## src/rtl/instr_fetch_buffer.sv

```systemverilog
// Fetch stage: issues in-order word fetches, buffers {pc, instr} in a DEPTH-entry FIFO, and hands them to decode on valid/ready.
// Latency: response -> dec_valid one cycle later. Backpressure: decode stalls fill the FIFO, and occupancy+outstanding <= DEPTH throttles issue.
// Optional ILLEGAL_OPCODE_CHECK_EN: flags unsupported head opcodes on dec_illegal.
module instr_fetch_buffer #(
    parameter int unsigned DEPTH    = 4,
    parameter logic [31:0] RESET_PC = 32'h0000_0000
) (
    input  logic        clk,
    input  logic        reset,
    output logic        imem_req_valid,
    output logic [31:0] imem_req_addr,
    input  logic        imem_req_ready,
    input  logic        imem_rsp_valid,
    input  logic [31:0] imem_rsp_data,
    input  logic        redirect_valid,
    input  logic [31:0] redirect_pc,
    output logic        dec_valid,
    output logic [31:0] dec_instr,
    output logic [31:0] dec_pc,
    input  logic        dec_ready,
    output logic        dec_illegal
);

    localparam int unsigned AW      = $clog2(DEPTH);
    localparam logic [AW:0] DEPTH_W = (AW+1)'(DEPTH);
    localparam logic [31:0] NOP     = 32'h0000_0013;

    localparam logic [1:0] S_IDLE  = 2'd0;
    localparam logic [1:0] S_RUN   = 2'd1;
    localparam logic [1:0] S_FLUSH = 2'd2;

    logic [1:0]    state_q;
    logic [31:0]   pc_q;
    logic [31:0]   rsp_pc_q;
    logic [AW:0]   outstanding_q;
    logic [AW:0]   drop_cnt_q;
    logic [AW:0]   count_q;
    logic [AW-1:0] rd_ptr_q;
    logic [AW-1:0] wr_ptr_q;
    logic [31:0]   fifo_instr [DEPTH];
    logic [31:0]   fifo_pc    [DEPTH];

    logic          empty;
    logic          full;
    logic [AW+1:0] inflight;
    logic          fire;
    logic          rsp_ok;
    logic          rsp_drop;
    logic          push;
    logic          pop;
    logic [AW:0]   redir_left;
    logic [AW:0]   drop_next;

    assign empty    = (count_q == '0);
    assign full     = (count_q == DEPTH_W);
    assign inflight = {1'b0, count_q} + {1'b0, outstanding_q};

    assign imem_req_valid = (state_q == S_RUN) && !redirect_valid && (inflight < {1'b0, DEPTH_W});
    assign imem_req_addr  = pc_q;
    assign fire           = imem_req_valid && imem_req_ready;

    // A response with nothing outstanding cannot belong to us (e.g. straddling reset); ignore it.
    assign rsp_ok   = imem_rsp_valid && (outstanding_q != '0);
    assign rsp_drop = rsp_ok && (drop_cnt_q != '0);
    assign push     = rsp_ok && (drop_cnt_q == '0) && !redirect_valid;

    assign dec_valid = !empty && !redirect_valid;
    assign pop       = dec_valid && dec_ready;
    assign dec_instr = dec_valid ? fifo_instr[rd_ptr_q] : NOP;
    assign dec_pc    = empty ? rsp_pc_q : fifo_pc[rd_ptr_q];

    // The response arriving in the redirect cycle is consumed there, so it does not need dropping later.
    assign redir_left = outstanding_q - (AW+1)'(rsp_ok);
    assign drop_next  = drop_cnt_q - (AW+1)'(rsp_drop);

    always_ff @(posedge clk) begin
        if (!reset) begin
            state_q       <= S_IDLE;
            pc_q          <= RESET_PC;
            rsp_pc_q      <= RESET_PC;
            outstanding_q <= '0;
            drop_cnt_q    <= '0;
            count_q       <= '0;
            rd_ptr_q      <= '0;
            wr_ptr_q      <= '0;
        end else if (redirect_valid) begin
            pc_q          <= redirect_pc & ~32'h3;
            rsp_pc_q      <= redirect_pc & ~32'h3;
            outstanding_q <= redir_left;
            drop_cnt_q    <= redir_left;
            count_q       <= '0;
            rd_ptr_q      <= '0;
            wr_ptr_q      <= '0;
            state_q       <= (redir_left != '0) ? S_FLUSH : S_RUN;
        end else begin
            if (fire) begin
                pc_q <= pc_q + 32'd4;
            end
            outstanding_q <= outstanding_q + (AW+1)'(fire) - (AW+1)'(rsp_ok);
            drop_cnt_q    <= drop_next;
            if (push) begin
                wr_ptr_q <= wr_ptr_q + 1'b1;
                rsp_pc_q <= rsp_pc_q + 32'd4;
            end
            if (pop) begin
                rd_ptr_q <= rd_ptr_q + 1'b1;
            end
            count_q <= count_q + (AW+1)'(push) - (AW+1)'(pop);
            case (state_q)
                S_IDLE:  state_q <= S_RUN;
                S_FLUSH: state_q <= (drop_next == '0) ? S_RUN : S_FLUSH;
                default: state_q <= S_RUN;
            endcase
        end
    end

    always_ff @(posedge clk) begin
        if (push) begin
            fifo_instr[wr_ptr_q] <= imem_rsp_data;
            fifo_pc[wr_ptr_q]    <= rsp_pc_q;
        end
    end

    // Credits should make an overflowing push impossible.
    always_ff @(posedge clk) begin
        assert (!(reset && push && full))
            else $error("instr_fetch_buffer: push into full FIFO");
    end

`ifdef ILLEGAL_OPCODE_CHECK_EN
    logic opc_ok;

    always_comb begin
        opc_ok = 1'b0;
        case (dec_instr[6:0])
            7'b0010011, 7'b0000011, 7'b0100011,
            7'b1100011, 7'b0110111, 7'b1101111,
            7'b0110011, 7'b1100111, 7'b0010111: opc_ok = 1'b1;
            default:                            opc_ok = 1'b0;
        endcase
    end

    assign dec_illegal = dec_valid && !opc_ok;
`else
    assign dec_illegal = 1'b0;
`endif

endmodule

```

## config.mk

```make
export PLATFORM = sky130hd
export DESIGN_NAME = instr_fetch_buffer
export DESIGN_NICKNAME = d
export VERILOG_FILES = /design/src/rtl/instr_fetch_buffer.sv
export SDC_FILE = /design/constraint.sdc
export NUM_CORES = 1
export LEC_CHECK = 0
export BUFFER_PORTS_ARGS = -buffer_cell sky130_fd_sc_hd__buf_4
export CORE_MARGIN = 4
export CORE_UTILIZATION = 50
export CTS_BUF_LIST = sky130_fd_sc_hd__clkbuf_2
export DETAILED_ROUTE_END_ITERATION = 6
export HOLD_SLACK_MARGIN = 0.02
export PLACE_DENSITY = 0.8
export SLEW_MARGIN = 5
export SYNTH_ARGS = -nofsm -noshare
export SYNTH_HDL_FRONTEND = slang
export SYNTH_SLANG_ARGS = --single-unit
```

## constraint.sdc

```tcl
create_clock -name clk -period 5.1 [get_ports clk]
set_input_delay 0.765 -clock clk [delete_from_list [all_inputs] [get_ports clk]]
set_output_delay 0.765 -clock clk [all_outputs]
set_load 0.01 [all_outputs]
```

-- Yosys cells after proc, flatten, opt, wreduce, memory -nomap -nowiden
Memories as Yosys holds them, arrays and structs flattened. A register that Yosys moved wholly into a read port is not among the register bits.
Cells that the tools add are included.
- magnitude comparators: 1
- multiplexer cells: 18
- bitwise logic cells: 1
- add/subtract/negate cells: 11
- equal/unequal tests: 2
- reductions and logical operators: 20
- operators with widths (kind ; count):
    2-to-1 mux 32 bit ; 6
    adder 32 x 3 -> 32 bit, second input constant ; 2
    2-to-1 mux 2 bit ; 8
    subtractor 3 x 1 -> 3 bit ; 4
    logical AND 1 bit ; 9
    logical NOT 3 bit ; 3
    nonzero test 3 bit ; 3
    adder 3 x 1 -> 3 bit ; 2
    2-to-1 mux 3 bit ; 2
    adder 2 x 1 -> 2 bit, second input constant ; 2
    adder 3 x 3 -> 4 bit ; 1
    less-than comparator 4 x 3 -> 1 bit, second input constant ; 1
    nonzero test 2 bit ; 2
    equality test 2 x 1 -> 1 bit, second input constant ; 1
    equality test 2 bit, second input constant ; 1
    logical NOT 1 bit ; 2
    2-to-1 mux 1 bit ; 2
    OR reduction 2 bit ; 1
    inverter 1 bit ; 1
- bits in registers: 79
- input port bits: 70
- memory bits (writable): 256
- output and inout port bits: 99
- word-level logic and storage cells: 65
- memories kept: 2
- memory list (name ; words ; bits a word ; rd ports ; clocked after memory_dff ; wr ports ; line ; source):
    fifo_instr ; 4 ; 32 ; 1 ; 1 ; 1 ; 40 ; logic [31:0] fifo_instr [DEPTH];
    fifo_pc ; 4 ; 32 ; 1 ; 1 ; 1 ; 41 ; logic [31:0] fifo_pc [DEPTH];

-- Longest topological paths before layout
Gate-level depths: netlist of the first run.
- depth after elaboration: 8
- depth in mapped cells: 14
- depth with buffers taken out: 12

-- Least setup slack after synthesis of the first run
Ideal clock, no wire load.
- kind: input port to flip-flop
- start point: input port imem_rsp_valid
- end point: memory fifo_instr[1][0] (enable)
- slack: 1844 ps
- data arrival time: 2829 ps
- library setup time: 427 ps
- buffers on the path: 0
- required time: 4673 ps
- cell stages on the path: 3
- path through: o31ai_2 > nor2_1 > and3_1
- word-level cells in the longest chain between the ends: 5
- ends and longest elaborated chain (what ; line ; source):
    start, declared ; 13 ; input logic imem_rsp_valid,
    logical AND 1 bit ; 63 ; assign rsp_ok = imem_rsp_valid && (outstanding_q != '0);
    logical AND 1 bit (2 in series) ; 65 ; assign push = rsp_ok && (drop_cnt_q == '0) && !redirect_valid;
    2-to-1 mux 1 bit ; 118 ; if (push) begin
    2-to-1 mux 1 bit (implied by the code) ; 119 ; fifo_instr[wr_ptr_q] <= imem_rsp_data;
    end, declared ; 40 ;
Every way passes these cells.

==> results of run 1 <==
[placed cells by master (no fill, tap or decap), types with 3 or more instances in the layout]
cell	synthesis	final
sky130_fd_sc_hd__conb_1	1	5
sky130_fd_sc_hd__nand4_1	23	23
sky130_fd_sc_hd__ha_1	16	16
sky130_fd_sc_hd__a31oi_1	16	16
sky130_fd_sc_hd__a21oi_1	50	50
sky130_fd_sc_hd__clkbuf_2	0	120
sky130_fd_sc_hd__nor2_1	29	28
sky130_fd_sc_hd__buf_4	9	175
sky130_fd_sc_hd__a41oi_1	4	4
sky130_fd_sc_hd__mux2_2	32	32
sky130_fd_sc_hd__nor3_1	11	10
sky130_fd_sc_hd__o21a_1	4	4
sky130_fd_sc_hd__xnor2_1	14	14
sky130_fd_sc_hd__clkinv_1	1	23
sky130_fd_sc_hd__mux4_2	62	62
sky130_fd_sc_hd__nand2_1	54	54
sky130_fd_sc_hd__o211ai_1	4	4
sky130_fd_sc_hd__edfxtp_1	248	248
sky130_fd_sc_hd__dlygate4sd3_1	0	27
sky130_fd_sc_hd__and3_2	0	4
sky130_fd_sc_hd__nand3_1	33	33
sky130_fd_sc_hd__dfxtp_1	77	75
sky130_fd_sc_hd__and3_1	16	12
sky130_fd_sc_hd__inv_1	18	17
sky130_fd_sc_hd__and4_1	9	9
sky130_fd_sc_hd__bufinv_16	0	3
sky130_fd_sc_hd__xor2_1	25	25
sky130_fd_sc_hd__and2_1	35	35
sky130_fd_sc_hd__mux2i_1	3	3
sky130_fd_sc_hd__or3_1	9	9
sky130_fd_sc_hd__o21ai_0	39	39
[state kept, by name, indices dropped and copies added (netlist names), named ones only]
signal,flops
fifo_instr,128
fifo_pc,120
imem_req_addr,30
rsp_pc_q,30
count_q,3
drop_cnt_q,3
outstanding_q,3
rd_ptr_q,2
state_q,2
wr_ptr_q,2
[worst register-to-register path: cells and delay by family (launching register included)]
family / cells / cell delay, ns
xor gates and xnor gates: 2 / 0.29
DFF: 1 / 0.38
buffers and inverters: 3 / 0.36
AOI/OAI and AO/OA: 1 / 0.19
and+or+nand+nor: 3 / 0.56
adders and majority gates: 4 / 1.06
[cells by family after synthesis]
group	after synthesis
flip-flops	325
AND/OR/NAND/NOR	242
AO/OA/AOI/OAI	137
multiplexers	97
buffers and inverters	76
XOR/XNOR	39
adder cells (fa/ha/maj)	18
other	1
[area by class of cell]
type | count | share of cell area (%)
timing repair buffer | 203 | 9.71
clock inverter | 29 | 1.23
antenna | 1 | 0.0151
clock buffer | 120 | 3.63
tap | 372 | 2.82
inverter | 20 | 0.454
multi-input combinational | 538 | 27.7
sequential | 325 | 54.4
[power groups by stage]
| stage | Clock (mW) | Sequential [mW] | Combinational (mW) |
|---|---|---|---|
| 2_1_floorplan | 0 | 3.14 | 0.468 |
| 3_3_place_gp | 0 | 3.16 | 0.725 |
| 3_5_place_dp | 0 | 3.17 | 0.741 |
| 4_1_cts | 1.86 | 3.11 | 0.759 |
| 5_1_grt | 2.00 | 3.13 | 0.829 |
| 6_report | 1.79 | 3.11 | 0.755 |
[layer usage]
metal	up-vias	share of wire, %
met5	-	0
met4	0	1.3
met3	47	8.2
met2	403	48
met1	4449	43
li1	4151	-
[stage by stage]
step                cell area, um2  std cells  worst slack, ns  utilization [%]  power [mW]
detailed placement           15400       1431             1.78             57.0        3.91
CTS                          16500       1600            0.983             60.7        5.73
floorplan                    13900        939             1.84                -        3.61
global placement             15400       1431             1.80             57.0        3.88
finish                       16500       1608             1.15             61.0        5.66
global route                 16500       1608            0.803             61.0        5.96
[worst max-delay path by stage]
stage                                  endpoint  cells after the start           start
floorplan            fifo_instr[1][0]$_DFFE_PP_                      3  imem_rsp_valid
global placement    outstanding_q[2]$_SDFF_PN0_                     13  redirect_valid
detailed placement  outstanding_q[2]$_SDFF_PN0_                     13  redirect_valid
CTS                               dec_instr[10]                      4        register
global route                      dec_instr[10]                      4        register
finish                            dec_instr[10]                      4        register
==> results.toml, run 1 <==
[synthesis]
mappedNetlistArea_um2 = 13900
synth.most_common_cell = "sky130_fd_sc_hd__edfxtp_1"
simple_gate_share_of_the_synthesized_area_pct = 9.87
yosysSeqAreaShare_pct = 64.7
post_synthesis_share_of_cell_area_spent_on_xor_and_xnor_gates_pct = 2.46
synth_ff_type = "sky130_fd_sc_hd__edfxtp_1"
synth_area_leaders = "sky130_fd_sc_hd__edfxtp_1, sky130_fd_sc_hd__dfxtp_1, sky130_fd_sc_hd__mux4_2"
yosys-top-cells-count = "sky130_fd_sc_hd__edfxtp_1, sky130_fd_sc_hd__dfxtp_1, sky130_fd_sc_hd__mux4_2, sky130_fd_sc_hd__nand2_1, sky130_fd_sc_hd__a21oi_1"
synth.distinct_cells = 64
yosys.area_share.adder_pct = 1.73
synth_compound_gate_area_share_pct = 5.84
number_of_synthesized_flops_with_an_enable_pin = 248
postSynthAreaPerCell_um2 = 14.8
synthMuxAreaShare_pct = 12.9
netlist_instances = 935
synth_largest_area_cell = "sky130_fd_sc_hd__edfxtp_1"
synth_largest_type_area_fraction_pct = 53.6
largest_family_of_logic_cells_by_synthesized_area = "multiplexers"
async_flop_share_pct = 0
ys_seq_elements = 325
ys_warn_count = 0

[power]
sw_frac_of_total_pct = 26.7
net-switching-power_mw = 1.51
p_leak_nw = 5.95
power_density_nw_per_um2 = 342
power.ir.vdd_worst_mv = 0.145
intPower_mw = 4.15
pwr-share-seq_pct = 54.9
clock_share_of_power_pct = 31.7
power_frac_comb_pct = 13.4

[setup_path]
timing.setup.critical_path_class = "register to output port"
timing.critical_path.slowest_stage_cell = "sky130_fd_sc_hd__dfxtp_4"
rr_endpoint = "outstanding_q[2]$_SDFF_PN0_"
worst-path-max-fanout = 50
depth_of_the_most_critical_reg_to_reg_path = 13
critical_path.max_stage_delay_ns = 1.05
critPathArrivalTime_ns = 3.19
critPathBufInv = 2
regToRegStartpoint = "outstanding_q[1]$_SDFF_PN0_"
critPathMostFrequentCell = "sky130_fd_sc_hd__buf_4"
worstSetupStartpointType = "register"
timing.reg2reg.setup_slack_ns = 2.14
critPathTopFamily = "flip-flops"
worstPathCellList = "buf_4 -> mux4_2 -> and2_1 -> buf_4"
timing.critical_path.required_ns = 4.34
crit_path_end_kind = "output port"

[cts]
cts.reportedPaths.clkPinSlew_ns = 0.09
cts_setup_buffers = 0
cts_max_level = 3
cts_made_buffers = 80
clock_path_buffers = 3
clock_sinks = 325
ctsRootBufferMaster = "sky130_fd_sc_hd__clkbuf_2"
worstSkewPairLatency_ns = 0.85
post_cts_resize_count = 0
clock_tree_from_tritoncts = "yes"
hold_buffers = 20

[routing]
drcViolationCount = 0
postRouteWirelength_um = 30300
route.vias.total = 9050
ant_nets = 0
first_iter_violations = 574
drt-vias-per-instance = 5.63
routedWlPerCell_um = 18.8
drt_first_pass_iters = 5

[hold_path]
min-delay-start = "imem_rsp_data[4]"
min-delay-path-class = "input port to register"
worst_hold_path.endpoint = "fifo_instr[2][4]$_DFFE_PP_"
hold_path_depth = 1

[placed_design]
io_buffer_count = 161
finalWeightedCongestion = 0.901
dpl.hpwl_um = 18700

[global_route]
groute.layer.met2.usage_pct = 31.7
globalRoute.totalOverflow = 0
antenna_found_initial = 1
grt_pass1_wl_um = 48400
grt_most_used_layer = "met2"
use_met1_pct = 27.2
first_global_vias = 9140
gr-usage-met3_pct = 5.11
globalRouteTotalUtil_pct = 19.8
largest_net_degree_at_the_start_of_global_routing = 63

[sta]
max_freq_mhz = 253
setup_viol = 0
timing.final.crit_share_pct = 77.5
fin_crit_ns = 3.95
grt_setup_unrepaired = "no"
tightestPinTransition_ns = 1.23
hold-worst-slack_ns = 0.126
totalNegativeSetupSlack_ns = 0
timing.slew.headroom_pct = 17.5
final_max_slew_viol_count = 0
fin_worst_skew_ns = 0.0465
timing.final.hold_violations = 0

[layout]
nets = 1256
filler_cell_count = 2035
drive_gt1_share_pct = 33.9
multiInputGateArea_um2 = 4580
register_area_um2 = 8990
areaGrowthSynthToFinish_pct = 19.0

[die]
core-area_um2 = 27100
placementRows = 60
fp.dieH_um = 175
die_area_um2 = 30500
initial_utilization_pct = 51.2
num_io_pins = 169
chipWidth_um = 175

[outcome]
status = "complete, no violations"

[job]
maxCapViolCount = 0
Power figures use the tool's default switching activity.
==> run 2, diff against run 1 <==
--- a/config.mk
+++ b/config.mk
@@ -11,7 +11,7 @@
 export CTS_BUF_LIST = sky130_fd_sc_hd__clkbuf_2
 export DETAILED_ROUTE_END_ITERATION = 6
 export HOLD_SLACK_MARGIN = 0.02
-export PLACE_DENSITY = 0.8
+export PLACE_DENSITY = 0.83
 export SLEW_MARGIN = 5
 export SYNTH_ARGS = -nofsm -noshare
 export SYNTH_HDL_FRONTEND = slang
==> constraint.sdc (replaced) <==
create_clock -name clk -period 3.2 [get_ports clk]
set_input_delay 0.48 -clock clk [delete_from_list [all_inputs] [get_ports clk]]
set_output_delay 0.48 -clock clk [all_outputs]
set_load 0.01 [all_outputs]
==> run 2 against run 1 <==
Against the previous run:
- die area unchanged
- first-iteration DRC count up 19%
- via count up 1.9%
- count of clock-buffer cells in the layout up 2
- non-clock buffer count up 50
- hold slack better by 0.19 ns
==> results.toml, run 2 (synthesis results as in run 1) <==
[placed_design]
finalWeightedCongestion = 0.857
dpl.hpwl_um = 19100
placedCellCount = 1436
dp_worst_setup_slack_ns = 0.465
io_buffer_count = 161
detailed_place.area_um2 = 15600

[layout]
areaGrowthSynthToFinish_pct = 23.1
nets = 1306
layout_common_cells = "sky130_fd_sc_hd__edfxtp_1, sky130_fd_sc_hd__buf_4, sky130_fd_sc_hd__clkbuf_2"
largest_register_ffs = 128
largestRegisters = "fifo_instr x128, fifo_pc x120"
finalNonFillerCells = 1650
largest_register = "fifo_instr"
drive_gt1_share_pct = 33.8
most_common_library_cell_in_the_layout_ignoring_fill_and_taps = "sky130_fd_sc_hd__edfxtp_1"
utilization_pct = 63.1
finalInstanceArea_um2 = 17100

[sta]
setup_viol = 0
fin_crit_ns = 3.00
grt_setup_unrepaired = "no"
setup_ws_ns = 0.199
timing.slew.headroom_pct = 49.1
max_freq_mhz = 333
hold-worst-slack_ns = 0.312
timing.final.hold_violations = 0
timing.final.crit_share_pct = 93.8
totalNegativeSetupSlack_ns = 0
fin_worst_skew_ns = 0.0628
tightestPinTransition_ns = 0.757
final_max_slew_viol_count = 0

[power]
power_density_nw_per_um2 = 527
clock_share_of_power_pct = 30.8
power_frac_comb_pct = 14.2
pwr-share-seq_pct = 55.0
fin_total_pwr_mw = 9.00
net-switching-power_mw = 2.42
p_leak_nw = 6.19
sw_frac_of_total_pct = 26.9
intPower_mw = 6.58
power.ir.vdd_worst_mv = 0.340

[global_route]
globalRoute.totalOverflow = 0
antenna_found_initial = 1
largest_net_degree_at_the_start_of_global_routing = 72
globalRouteTotalUtil_pct = 20.7
first_global_vias = 9421
grt_pass1_wl_um = 50200

[die]
placementRows = 60
fp.dieH_um = 175
chipWidth_um = 175
num_io_pins = 169
core-area_um2 = 27100
initial_utilization_pct = 51.2
die_area_um2 = 30500

[routing]
detail_route.wirelength.met1_um = 13400
routedWlPerCell_um = 19.4
drt-vias-per-instance = 5.59
drt_first_pass_iters = 5
top_layer_used = "met4"
drcViolationCount = 0
met3_wirelength_um = 2500
postRouteWirelength_um = 32000
route.vias.total = 9220
first_iter_violations = 681
met2_wirelength_um = 15400
ant_nets = 0

[job]
maxCapViolCount = 0

[setup_path]
worst-path-max-fanout = 19
crit_path_end_kind = "output port"
timing.critical_path.required_ns = 2.72
critPathArrivalTime_ns = 2.52
timing.setup.critical_path_class = "register to output port"
worstSetupStartpointType = "register"

[cts]
clock_sinks = 325
clock_path_buffers = 3
ctsRootBufferMaster = "sky130_fd_sc_hd__clkbuf_2"
clock_tree_from_tritoncts = "yes"
worstSkewPairLatency_ns = 0.85
cts_made_buffers = 80
cts.reportedPaths.clkPinSlew_ns = 0.11
cts_max_level = 3

[hold_path]
min-delay-path-class = "input port to register"

[outcome]
status = "complete, no violations"
run 2: area by class of cell:
type	instances	area, um2
sequential	325	8990
clock buffer	122	611
fill	1997	10000
inverter	20	75.1
multi-input combinational	538	4580
antenna	1	2.50
timing repair buffer	253	2220
tap	372	465
clock inverter	19	144
run 2: what timing repair did:
action / CTS / global route
setup buffers: 2 / 3
gates cloned: 0 / 1
hold buffers: 66 / 0
gates resized for setup: 0 / 2
hold endpoints to repair: 191 / 0
setup endpoints to repair: 41 / 30
run 2: critical path: stages (launching register included):
cell	delay, ns
sky130_fd_sc_hd__dfxtp_4	0.46
sky130_fd_sc_hd__buf_12	0.23
sky130_fd_sc_hd__mux4_2	0.54
sky130_fd_sc_hd__mux2_2	0.31
sky130_fd_sc_hd__buf_4	0.15
run 2: power groups by stage:
stage | registers, mW | logic, mW | clock network [mW]
floorplan | 5.00 | 0.746 | 0
global placement | 5.02 | 1.18 | 0
detailed placement | 5.04 | 1.21 | 0
CTS | 4.94 | 1.28 | 2.88
global route | 4.97 | 1.40 | 3.10
finish | 4.95 | 1.28 | 2.77
run 2: final timing paths:
path | from | endpoint | slack (ns) | depth (start not counted)
min reg2reg | imem_req_addr[3]$_SDFFE_PN0P_ | imem_req_addr[3]$_SDFFE_PN0P_ | 0.53 | 2
min | redirect_valid | imem_req_addr[5]$_SDFFE_PN0P_ | 0.31 | 4
max reg2reg | count_q[1]$_SDFF_PP0_ | outstanding_q[2]$_SDFF_PN0_ | 0.44 | 12
max | register | dec_pc[8] | 0.20 | 4
run 2: layer usage:
layer | vias to the layer above | track usage, %
li1 | 4236 | -
met2 | 409 | 33.2
met5 | - | 0.481
met1 | 4515 | 27.7
met4 | 0 | 7.66
met3 | 60 | 4.89
